--- src/rtl/bcd_addsub_seq.sv ---
// bcd_addsub_seq: multi-cycle packed-BCD adder/subtractor.
//
// Processes DIGITS_PER_CYCLE digits per clock, least significant digit first.
// Subtraction is A + nines(B) + ~borrow_in, so one decimal ripple serves both modes.
// In subtract mode the carry-out doubles as "no borrow".
//
// Ports:
//   clk        rising-edge clock
//   rst        synchronous, active-high reset
//   s_valid    operand valid
//   s_ready    operand accept (high only in IDLE and not in reset)
//   s_a, s_b   packed BCD operands, digit 0 at bits [3:0]
//   s_cin      add: carry-in, sub: borrow-in
//   s_sub      0 = A+B+cin, 1 = A-B-cin
//   m_valid    result valid, held until m_ready
//   m_ready    consumer accepts the result
//   m_sum      packed BCD result
//   m_cout     add: carry-out, sub: 1 = no borrow
//   m_invalid  some digit of A or B was greater than 9
module bcd_addsub_seq #(
  parameter int unsigned DIGITS           = 100,
  parameter int unsigned DIGITS_PER_CYCLE = 4
) (
  input  logic                  clk,
  input  logic                  rst,
  input  logic                  s_valid,
  output logic                  s_ready,
  input  logic [4*DIGITS-1:0]   s_a,
  input  logic [4*DIGITS-1:0]   s_b,
  input  logic                  s_cin,
  input  logic                  s_sub,
  output logic                  m_valid,
  input  logic                  m_ready,
  output logic [4*DIGITS-1:0]   m_sum,
  output logic                  m_cout,
  output logic                  m_invalid
);

  localparam int unsigned STEPS  = DIGITS / DIGITS_PER_CYCLE;
  localparam int unsigned Width  = 4 * DIGITS;
  localparam int unsigned SliceW = 4 * DIGITS_PER_CYCLE;
  localparam int unsigned StepW  = (STEPS > 1) ? $clog2(STEPS) : 1;

  if (DIGITS < 1 || DIGITS_PER_CYCLE < 1 || (DIGITS % DIGITS_PER_CYCLE) != 0) begin : g_bad_param
    $error("bcd_addsub_seq: DIGITS_PER_CYCLE must be >= 1 and divide DIGITS exactly");
  end

  typedef enum logic [1:0] {
    StIdle,
    StBusy,
    StDone
  } state_e;

  state_e                        state_q, state_d;
  logic [StepW-1:0]              step_q, step_d;
  logic [STEPS-1:0][SliceW-1:0]  a_q, a_d;
  // Holds B in add mode and its nine's complement in subtract mode.
  logic [STEPS-1:0][SliceW-1:0]  b_q, b_d;
  logic [STEPS-1:0][SliceW-1:0]  sum_q, sum_d;
  logic                          carry_q, carry_d;
  logic                          cout_q, cout_d;
  logic                          inv_q, inv_d;

  logic [Width-1:0]              b_nines;
  logic [SliceW-1:0]             a_slice, b_slice, dig_slice;
  logic                          slice_cout, slice_inv;
  logic                          last_step;

  // Nine's complement per digit, wrapping mod 16. A digit b > 9 maps to 9-b mod 16,
  // which is again > 9, so the invalid check on the stored B' also covers original B.
  always_comb begin
    b_nines = '0;
    for (int i = 0; i < int'(DIGITS); i++) begin
      b_nines[4*i +: 4] = 4'd9 - s_b[4*i +: 4];
    end
  end

  // Select the slice for the current step; a compare loop keeps STEPS == 1 simple.
  always_comb begin
    a_slice = '0;
    b_slice = '0;
    for (int s = 0; s < int'(STEPS); s++) begin
      if (StepW'(s) == step_q) begin
        a_slice = a_q[s];
        b_slice = b_q[s];
      end
    end
  end

  // Decimal ripple across the digits of one slice.
  logic [3:0] ad, bd;
  logic [4:0] t, t_adj;
  logic       c;

  always_comb begin
    c         = carry_q;
    slice_inv = 1'b0;
    dig_slice = '0;
    ad        = '0;
    bd        = '0;
    t         = '0;
    t_adj     = '0;
    for (int j = 0; j < int'(DIGITS_PER_CYCLE); j++) begin
      ad    = a_slice[4*j +: 4];
      bd    = b_slice[4*j +: 4];
      t     = {1'b0, ad} + {1'b0, bd} + {4'b0000, c};
      t_adj = t + 5'd6;
      if (t > 5'd9) begin
        dig_slice[4*j +: 4] = t_adj[3:0];
        c                   = 1'b1;
      end else begin
        dig_slice[4*j +: 4] = t[3:0];
        c                   = 1'b0;
      end
      if (ad > 4'd9 || bd > 4'd9) begin
        slice_inv = 1'b1;
      end
    end
    slice_cout = c;
  end

  assign last_step = (step_q == StepW'(STEPS - 1));

  always_comb begin
    state_d = state_q;
    step_d  = step_q;
    a_d     = a_q;
    b_d     = b_q;
    sum_d   = sum_q;
    carry_d = carry_q;
    cout_d  = cout_q;
    inv_d   = inv_q;
    unique case (state_q)
      StIdle: begin
        if (s_valid) begin
          a_d     = s_a;
          b_d     = s_sub ? b_nines : s_b;
          carry_d = s_sub ? ~s_cin : s_cin;
          inv_d   = 1'b0;
          step_d  = '0;
          state_d = StBusy;
        end
      end
      StBusy: begin
        for (int s = 0; s < int'(STEPS); s++) begin
          if (StepW'(s) == step_q) begin
            sum_d[s] = dig_slice;
          end
        end
        carry_d = slice_cout;
        inv_d   = inv_q | slice_inv;
        if (last_step) begin
          cout_d  = slice_cout;
          state_d = StDone;
        end else begin
          step_d = step_q + 1'b1;
        end
      end
      StDone: begin
        if (m_ready) begin
          state_d = StIdle;
        end
      end
      default: state_d = StIdle;
    endcase
  end

  always_ff @(posedge clk) begin
    if (rst) begin
      state_q <= StIdle;
      step_q  <= '0;
      a_q     <= '0;
      b_q     <= '0;
      sum_q   <= '0;
      carry_q <= 1'b0;
      cout_q  <= 1'b0;
      inv_q   <= 1'b0;
    end else begin
      state_q <= state_d;
      step_q  <= step_d;
      a_q     <= a_d;
      b_q     <= b_d;
      sum_q   <= sum_d;
      carry_q <= carry_d;
      cout_q  <= cout_d;
      inv_q   <= inv_d;
    end
  end

  assign s_ready   = (state_q == StIdle) && !rst;
  assign m_valid   = (state_q == StDone);
  assign m_sum     = sum_q;
  assign m_cout    = cout_q;
  assign m_invalid = inv_q;

endmodule

--- config.mk ---
export PLATFORM = sky130hd
export DESIGN_NAME = bcd_addsub_seq
export DESIGN_NICKNAME = d
export VERILOG_FILES = /design/src/rtl/bcd_addsub_seq.sv
export SDC_FILE = /design/constraint.sdc
export NUM_CORES = 2
export LEC_CHECK = 0
export CORE_AREA = 4 4 466 468
export DETAILED_ROUTE_END_ITERATION = 8
export DIE_AREA = 0 0 470 472
export SLEW_MARGIN = 20
export SYNTH_ARGS = -nofsm -noshare
export SYNTH_HDL_FRONTEND = slang
export SYNTH_SLANG_ARGS = --single-unit
export TNS_END_PERCENT = 20
--- constraint.sdc ---
create_clock -name clk -period 24.1 [get_ports clk]
set_input_delay 4.82 -clock clk [delete_from_list [all_inputs] [get_ports clk]]
set_output_delay 4.82 -clock clk [all_outputs]
set_load 0.02 [all_outputs]
==> flow_summary.ini <==
[synthesis]
synth-seq-cells = 1210
synth_area_sq_um = 53400
ys_seq_area_share_pct = 45.4
syn_nets = 7128
synth-main-ff-cell = dfxtp_1
synthCells = 6193
synth_edf_count = 0
async_flop_share_pct = 0
synth_warnings = 0
ys_types = 88
avgSynthCellArea_sq_um = 8.62

[clocking]
ctsHtreeMaxLevel = 4
post_cts_buffers = 0
numCtsBuffers = 144
cts_tree = built
cts_hold_buffers = 0
clk-insertion-delay-late_ns = 0.85
root_buffer = clkbuf_16
path_clk_slew_ns = 0.06
cts.repair.resized = 0
clkSinkCount = 1210
clockBufferDepth = 3

[layout]
post-route-util_pct = 34.3
nets = 8021
drive_gt1_share_pct = 6.40
syn2layout_area_growth_pct = 37.1
stdcell_area_sq_um = 73200

[setup_path]
worstPathArrival_ns = 14.18
path_class = flip-flop to flip-flop
critical_path_required_ns = 24.75
critPathMaxStageDelay_ns = 0.91
slowest_stage = fa_2
critPathCaptureType = flip-flop
crit_path_start_kind = flip-flop
crit_fanout = 57

[detailed_routing]
wirelength_mm = 322
drt-pass1-iter-count = 6
drtIter0Drc = 5639
viasPerCell = 5.28
drc_errors = 0
wl_per_cell_microns = 31.9
postRouteAntennaNets = 0
vias = 53200

[timing]
setup_tns_ns = 0
max_freq_mhz = 73.9
report.final.setup_viol = 0
fin_crit_ns = 13.53
drv_slew = 0
clock_skew_ns = 0.0594
finalHoldViolCount = 0
tightest_slew_ns = 1.28
max_slew_margin_pct = 14.8
fin_crit_sh_pct = 56.1
rsz0062_at_grt = no

[run]
max_cap_violations = 0

[grt]
grt_pass1_wl_mm = 433
grt_pass1_vias = 51400
antenna_found_initial = 104
grtUsageTotal_pct = 27.7
grt_remaining_overflow = 0
grt_max_degree = 212

[power_and_ir_drop]
power_leakage_uw = 0.0269
power.switching_uw = 1690
power_frac_seq_pct = 40.9
vdd_drop_max_mv = 0.0769
clockPowerShare_pct = 42.1
powerDensity_nw_per_um2 = 74.1
p_sw_share_pct = 31.2
p_comb_share_pct = 17.0
p_int_uw = 3730

[place]
gp_congestion = 0.968
place_hpwl_mm = 250
dpl-instance-area_sq_um = 68100
port_buffers = 1209

[outcome]
outcome = completed

[floorplanning]
die-area_sq_um = 222000
ios = 1210
die_height_microns = 472
core_sq_um = 214000
start_util_pct = 25.0
row_count = 170
fp.dieW_microns = 470

[hold_path]
hp-class = flip-flop to flip-flop
## registers in the layout (all words and copies together) (netlist names)
name / flops
a_q: 400
b_q: 400
carry_q: 1
m_cout: 1
m_invalid: 1
m_sum: 400
state_q: 2
step_q: 5
## cells in the final DEF, fill, tap and decap left out, drive strengths merged, types with 107 or more instances in the layout
cell type,n
ha,121
inv,260
xnor2,112
o21ai,328
nand2,729
nor2,711
clkbuf,205
a21oi,324
a22o,354
clkdlybuf4s50,1207
xor2,107
a211oi,559
buf,124
dfxtp,1210
## final cells by class
type | instances | area [sq um]
Clock inverter | 53 | 709
Tap cell | 2838 | 3550
Sequential cell | 1210 | 24200
Antenna cell | 50 | 125
Inverter | 252 | 946
Multi-Input combinational cell | 4147 | 26300
Clock buffer | 205 | 4210
Timing Repair Buffer | 1331 | 13100
Fill cell | 22200 | 140000
## power by group through the flow
stage | Clock, uW | Sequential [uW] | Combinational [uW]
6_report | 2280 | 2220 | 919
5_1_grt | 2390 | 2220 | 970
4_1_cts | 2320 | 2210 | 928
3_5_place_dp | 0 | 2250 | 925
3_3_place_gp | 0 | 2260 | 918
2_1_floorplan | 0 | 2190 | 409
## kinds of logic (layout without fill, tap and decap cells)
group                    after synthesis  count (layout)  share of synthesized area, %
AND/OR/NAND/NOR                     1712            1712                          13.6
AO/OA/AOI/OAI                       1980            1980                          26.1
adder cells (fa/ha/maj)              129             129                          3.14
other                                  0              50                             0
XOR/XNOR                             219             219                          3.59
flip-flops                          1210            1210                          45.4
buffers and inverters                836            1841                          6.14
multiplexers                         107             107                          2.02
## synthesized netlist by cell type (all sizes together) (33+ instances only)
cell type / n / share of area [%]
a211oi: 559 / 7.9
a21oi: 324 / 3.0
a221oi: 54 / 0.89
a22o: 354 / 5.8
buf: 93 / 0.91
clkbuf: 491 / 3.5
dfxtp: 1210 / 45
ha: 121 / 2.8
inv: 251 / 1.8
mux2i: 103 / 1.9
nand2: 729 / 5.1
nand3: 46 / 0.44
nor2: 711 / 5.0
nor3: 35 / 0.34
o211ai: 33 / 0.46
o21ai: 328 / 3.1
o221ai: 37 / 0.61
o22ai: 63 / 0.74
xnor2: 112 / 1.8
xor2: 107 / 1.8
## critical path, delay by kind of cell (launching register included)
kind / cells / cell delay, ns
XOR/XNOR: 1 / 0.26
AND/OR/NAND/NOR: 5 / 1.81
buffers and inverters: 2 / 0.90
AO/OA/AOI/OAI: 13 / 5.47
flip-flops: 1 / 0.41
adder cells (fa/ha/maj): 6 / 3.63
multiplexers: 1 / 0.79
## metrics by stage
stage	setup WS [ns]	total power (uW)	instances	hold WS, ns
global route	9.72	5580	10100	0.478
CTS	10.39	5460	10000	0.455
floorplan	13.13	2600	6193	0.416
finish	10.57	5420	10100	0.455
detailed placement	10.40	3180	9777	0.445
global placement	10.56	3170	9777	0.439
## layer usage
layer  share of wire [%]  GRT usage (%)
met1                  41           33.9
met2                  45           43.7
met3                 7.5           6.34
met4                 7.0           17.8
met5                0.13              0
## path summary, 6_finish.rpt
| kind | slack (ns) | cells after the start | to | start |
|---|---|---|---|---|
| max | 10.57 | 28 | m_sum[14] | step_q[0] |
| min | 0.46 | 2 | b_q[253] | b_q[253] |
| max reg2reg | 10.57 | 28 | m_sum[14] | step_q[0] |
| min reg2reg | 0.46 | 2 | b_q[253] | b_q[253] |
Note: power is estimated with default switching activity, not from simulation.
